**config.mk**
```make
export PLATFORM = sky130hd
export DESIGN_NAME = ccd_frame_capture
export DESIGN_NICKNAME = d
export VERILOG_FILES = /design/src/rtl/ccd_frame_capture.sv
export SDC_FILE = /design/constraint.sdc
export NUM_CORES = 1
export LEC_CHECK = 0
export ABC_AREA = 1
export CORE_ASPECT_RATIO = 1.25
export CORE_MARGIN = 3
export CORE_UTILIZATION = 50
export CTS_CLUSTER_SIZE = 40
export DETAILED_ROUTE_END_ITERATION = 8
export HOLD_SLACK_MARGIN = 0.02
export PLACE_DENSITY = 0.84
export SYNTH_ARGS = -nofsm -noshare
export SYNTH_HDL_FRONTEND = slang
export SYNTH_SLANG_ARGS = --single-unit
```
**constraint.sdc**
```tcl
create_clock -name iCLK -period 8.7 [get_ports iCLK]
set_clock_uncertainty 0.15 [all_clocks]
set_input_delay 1.74 -clock iCLK [delete_from_list [all_inputs] [get_ports iCLK]]
set_output_delay 1.74 -clock iCLK [all_outputs]
set_load 0.1 [all_outputs]
```
**src/rtl/ccd_frame_capture.sv**
```systemverilog
// ccd_frame_capture
//   Converts the raw sensor stream (FVAL/LVAL framing) into a qualified pixel
//   stream with raster coordinates and a completed-frame counter. Capture is
//   started/stopped only on whole-frame boundaries.
//
// Ports
//   iCLK        pixel clock, all logic on the rising edge
//   iRST        asynchronous active-high reset
//   iDATA       raw Bayer pixel from the sensor
//   iFVAL       sensor frame valid
//   iLVAL       sensor line valid
//   iSTART      one-cycle pulse, request capture start
//   iEND        one-cycle pulse, request stop at the end of the current frame
//   oDATA       registered pixel
//   oDVAL       oDATA / oX_Cont / oY_Cont valid this cycle
//   oX_Cont     column of the pixel on oDATA
//   oY_Cont     row of the pixel on oDATA
//   oFrame_Cont completed captured frames (wraps)
//   oBusy       registered: high while armed, capturing or stopping
module ccd_frame_capture #(
    parameter int unsigned H_ACTIVE = 1280,
    parameter int unsigned V_ACTIVE = 960
) (
    input  logic        iCLK,
    input  logic        iRST,
    input  logic [11:0] iDATA,
    input  logic        iFVAL,
    input  logic        iLVAL,
    input  logic        iSTART,
    input  logic        iEND,
    output logic [11:0] oDATA,
    output logic        oDVAL,
    output logic [10:0] oX_Cont,
    output logic [10:0] oY_Cont,
    output logic [31:0] oFrame_Cont,
    output logic        oBusy
);

    localparam logic [10:0] XLast  = 11'(H_ACTIVE - 1);
    localparam logic [10:0] YLimit = 11'(V_ACTIVE);

    typedef enum logic [1:0] {
        StIdle,
        StArmed,
        StCapture,
        StStopping
    } state_e;

    state_e      state_q, state_d;
    logic [11:0] mDATA;
    logic        mFVAL, mLVAL;
    logic        mFVAL_d, mLVAL_d;
    logic [10:0] x_q, y_q;

    logic fval_rise, fval_fall, lval_fall;
    logic active, pix, clr;

    assign fval_rise = mFVAL & ~mFVAL_d;
    assign fval_fall = ~mFVAL & mFVAL_d;
    assign lval_fall = ~mLVAL & mLVAL_d;
    assign active    = (state_q == StCapture) || (state_q == StStopping);
    assign pix       = mFVAL && mLVAL && active && (y_q < YLimit);
    // Raster position restarts at every frame end and whenever capture is not running.
    assign clr       = fval_fall || (state_d == StIdle) || (state_d == StArmed);

    always_comb begin
        state_d = state_q;
        unique case (state_q)
            StIdle: begin
                // iEND wins over a simultaneous iSTART.
                if (iSTART && !iEND) state_d = StArmed;
            end
            StArmed: begin
                if (iEND)           state_d = StIdle;
                else if (fval_rise) state_d = StCapture;
            end
            StCapture: begin
                // A stop request coinciding with the frame end has nothing left to wait for.
                if (fval_fall)  state_d = iEND ? StIdle : StArmed;
                else if (iEND)  state_d = StStopping;
            end
            StStopping: begin
                if (fval_fall) state_d = StIdle;
            end
            default: state_d = StIdle;
        endcase
    end

    always_ff @(posedge iCLK or posedge iRST) begin
        if (iRST) begin
            mDATA       <= '0;
            mFVAL       <= 1'b0;
            mLVAL       <= 1'b0;
            mFVAL_d     <= 1'b0;
            mLVAL_d     <= 1'b0;
            state_q     <= StIdle;
            x_q         <= '0;
            y_q         <= '0;
            oDATA       <= '0;
            oDVAL       <= 1'b0;
            oX_Cont     <= '0;
            oY_Cont     <= '0;
            oFrame_Cont <= '0;
            oBusy       <= 1'b0;
        end else begin
            mDATA   <= iDATA;
            mFVAL   <= iFVAL;
            mLVAL   <= iLVAL;
            mFVAL_d <= mFVAL;
            mLVAL_d <= mLVAL;
            state_q <= state_d;
            oBusy   <= (state_q != StIdle);
            oDVAL   <= pix;

            if (pix) begin
                oDATA   <= mDATA;
                oX_Cont <= x_q;
                oY_Cont <= y_q;
            end

            if (fval_fall && active) begin
                oFrame_Cont <= oFrame_Cont + 32'd1;
            end

            if (clr) begin
                x_q <= '0;
                y_q <= '0;
            end else if (pix) begin
                if (x_q == XLast) begin
                    x_q <= '0;
                    if (y_q < YLimit) y_q <= y_q + 11'd1;
                end else begin
                    x_q <= x_q + 11'd1;
                end
            end else if (lval_fall && (x_q != 11'd0)) begin
                // Short line: resync to the start of the next row.
                x_q <= '0;
                if (y_q < YLimit) y_q <= y_q + 11'd1;
            end
        end
    end

endmodule

```
==> metrics.log <==
[metrics] start-to-end type of the worst setup path: register to output pin
[metrics] Peak VDD IR: between 0.15 and 0.2 mV
[metrics] Hold Path Stages: 0
[metrics] post-synthesis share of cell area spent on and, or, nand and nor gates: 0.321
[metrics] count of final setup violators: 0
[metrics] flop2flop setup slack: between 5000 and 6000 ps
[metrics] PD cells: about 240 nW/um^2
[metrics] share of the clock period used by the worst path: 0.446
[metrics] share of the synthesized area in compound gates (AO/OA/AOI/OAI): 0.0385
[metrics] largest area contributor in the synthesized netlist: dfrtp_1
[metrics] Mapped Avg Cell Area: a little over 8 um^2
[metrics] total of hold buffers inserted after clock tree synthesis: 0
[metrics] clock transition at the register clock pins on the worst setup and hold paths after CTS: roughly 70 ps
[metrics] kind of launch point of the worst setup path: register
[metrics] average routed wire per standard cell: 13.8 um
[metrics] critical path startpoint: oFrame_Cont[27]
[metrics] synthesized-area fraction occupied by xor and xnor cells: 0.0429
[metrics] Crit Reg-Reg Startpoint: y_q[6]
[metrics] Pre-antenna DRT Iters: 5
[metrics] core box area: slightly below 10000 um^2
[metrics] CTS root buffer: clkbuf_16
[metrics] total number of yosys warnings: 0
[metrics] Global Route met1 Usage: 0.242
[metrics] post-cts sizing count: 0
[metrics] flops & latches, synth: between 100 and 150
[metrics] y dimension of the die: approximately 120 um
[metrics] final core utilization: 0.652
[metrics] count of inserted antenna diode cells: 0
[metrics] pin count of the biggest net entering global routing: 90
[metrics] net count of the finished layout: 731
[metrics] 1st-iter DRT viols: 211
[metrics] run status: complete, no violations
[metrics] hold-critical path endpoint: mFVAL_d
[metrics] top area cells in the synthesized netlist: dfrtp_1 53%, nand2_1 17%, nor2_1 4.9%, inv_1 3.8%, nand3_1 3.6%
[metrics] Detail Placement HPWL: around 8.3 mm
[metrics] data arrival time of the worst path: approximately 2000 ps
[metrics] Fmax: 0.258 GHz
[metrics] total cell area at the placement stage: between 6000 and 7000 um^2
[metrics] initial antenna violation count: 0
[metrics] max-slew violations: 0
[metrics] met2 global-route usage: 0.379
[metrics] detailed-route wire length: approximately 12 mm
[metrics] antenna-violating nets left: 0
[metrics] Clock Sinks: approximately 110
[metrics] Tightest Pin Transition: 1100 ps
[metrics] CP max-delay cell: clkdlybuf4s50_1
[metrics] proportion of layout cells with a drive suffix above 1: 0.0532
[metrics] share of the yosys chip area belonging to registers: 0.530
[metrics] residual DRC count: 0
[metrics] Register-to-Register Path Depth: 10
[metrics] unrepaired setup endpoints after global routing: false
[metrics] highest fanout seen on the critical path: 7
[metrics] die area: roughly 11000 um^2
[metrics] post-synth design cell area: a little over 5000 um^2
[metrics] reg-to-reg critical path endpoint: y_q[7]
[metrics] CP Capture Type: output pin
[metrics] number of hold violations in the final report: 0
[metrics] number of top-level pins: 86
[metrics] slowest cell delay on critical path: 1200 ps
[metrics] start point of the worst hold path: mFVAL
[metrics] global-route wire length before repair: between 15 and 20 mm
[metrics] main combinational cell family by area after synthesis: simple AND/OR/NAND/NOR gates
[metrics] Chip Width: between 90 and 100 um
[metrics] dominant delay contributor by cell family on the critical path: buffers and inverters
[metrics] clock tree from TritonCTS: yes
[metrics] share of the synthesized area in the top cell type: 0.530
[metrics] number of instances in the placed design: between 800 and 900
[metrics] fin area: between 6000 and 7000 um^2
[metrics] met3 usage: 0.0335
[metrics] headroom to the max-slew limit: 0.269
[metrics] share of synthesized cell area in full adder, half adder and majority cells: 0.00981
[metrics] Setup Fix Bufs, Post-CTS: 0
[metrics] number of vias in the routed layout: approximately 4400
[metrics] P_leak: 2.92 nW
[metrics] non-filler cells in the finished layout: 840
[metrics] area growth from synthesis to final layout: 24.7%
[metrics] total global-route track usage: 0.215
[metrics] Final TNS setup: 0 ps
[metrics] multiplexer share of the synthesized area: 0
[metrics] Max-cap violations: 0
[metrics] type of the most critical hold path: register to register
[metrics] required time of the worst setup path: about 6800 ps
[metrics] clk_lat worst skew: between 300 and 400 ps
[metrics] routability congestion estimate from global placement: roughly 0.95
[metrics] most crowded layer after global routing: met2
[metrics] Site Rows: 40
[metrics] number of levels in the clock H-tree: 3
[metrics] buffering stage count on the worst path with inverters included: 1
[metrics] mean number of vias per cell: ~5.2
[metrics] syn nets: between 600 and 700
[metrics] vias in the first global route: approximately 4400
[metrics] distinct cell type count after synthesis: 31
[metrics] cell breakdown of the critical path: clkdlybuf4s50_1
[metrics] number of clock buffers inserted by TritonCTS: 9
[metrics] clk buf depth: 2
[metrics] Port Buffers: between 80 and 90
[metrics] cells after synthesis: between 600 and 700
[metrics] remaining global-route overflow: 0
[metrics] min cycle time layout: 3880 ps
[metrics] initial core utilization: 0.523
-- report_power, final --
group          switching [mW]  internal, mW  leakage (nW)  total, mW
Combinational           0.381        0.0990          1.32      0.479
Sequential             0.0333         0.550          1.45      0.583
Clock                   0.175         0.262         0.154      0.437
Total                   0.589         0.910          2.92       1.50
-- flip-flops by register name, summed over array words and instances, names as in the netlist, 2 cells and up --
register / cells
oY_Cont: 11
mDATA: 12
oDATA: 12
state_q: 2
oX_Cont: 11
y_q: 11
oFrame_Cont: 32
x_q: 11
-- placed cells by master (no fill, tap or decap), types with 2 or more instances in the layout --
master           instances
nor3_1                   7
nand3_1                 36
clkdlybuf4s50_1         85
a21oi_1                  5
nor2_1                  66
nor2_2                   3
inv_1                   51
clkbuf_16                9
xnor2_1                 11
bufinv_16                2
nand2_2                  6
o21ai_0                 20
ha_1                     4
inv_2                    4
nand3_2                  3
nand2_1                228
nor2_4                   5
clkbuf_1                 3
nand3b_1                 9
xor2_1                  14
nand4_1                 14
dfrtp_1                108
o21ai_1                 10
-- cells by family after synthesis --
group,Yosys count
compound gates,38
fa+ha+maj,4
flops,108
buf+inv,70
simple gates,380
xor+xnor,25
-- Yosys cell counts, drive strengths merged --
master,number
a21oi,5
ha,4
o31ai,1
nand2,234
o211ai,1
nor3b,1
nor3,7
buf,11
inv,56
nor2,74
nand4,15
clkinv,1
or2,1
o22ai,1
o21ai,30
dfrtp,108
xor2,14
nand3,39
clkbuf,2
nand3b,9
xnor2,11
-- worst max path at each step --
stage,to,slack [ps],cells after the start
final,oFrame_Cont[27],4820,1
after global routing,oFrame_Cont[25],4770,1
after CTS,oFrame_Cont[27],4820,1
after detailed placement,y_q[7],5010,10
after global placement,mDATA[11],5090,3
after floorplan,mDATA[0],3960,1
-- per-stage QoR --
step                hold slack [ps]  power [mW]  worst slack (ps)
floorplan                       224       0.957              3960
global placement                239        1.07              5090
detailed placement              238        1.07              5010
CTS                             253        1.51              4820
global route                    272        1.55              4770
finish                          251        1.50              4820
-- final cells by class --
cell class                 instances  area [um^2]
fill                             811         3400
sequential                       108         2700
multi-input combinational        447         2110
timing repair buffer              86          858
clock buffer                      13          250
inverter                          57          216
tap                              126          158
clock inverter                     3         68.8
-- metal layers --
metal | routed length [um] | part of all wire | up-vias
met1 | 4560 | 0.39 | 2076
li1 | - | - | 2133
met3 | 515 | 0.044 | 35
met2 | 6060 | 0.52 | 142
met4 | 433 | 0.037 | 0
met5 | 0 | 0 | -
Power figures use the tool's default switching activity.
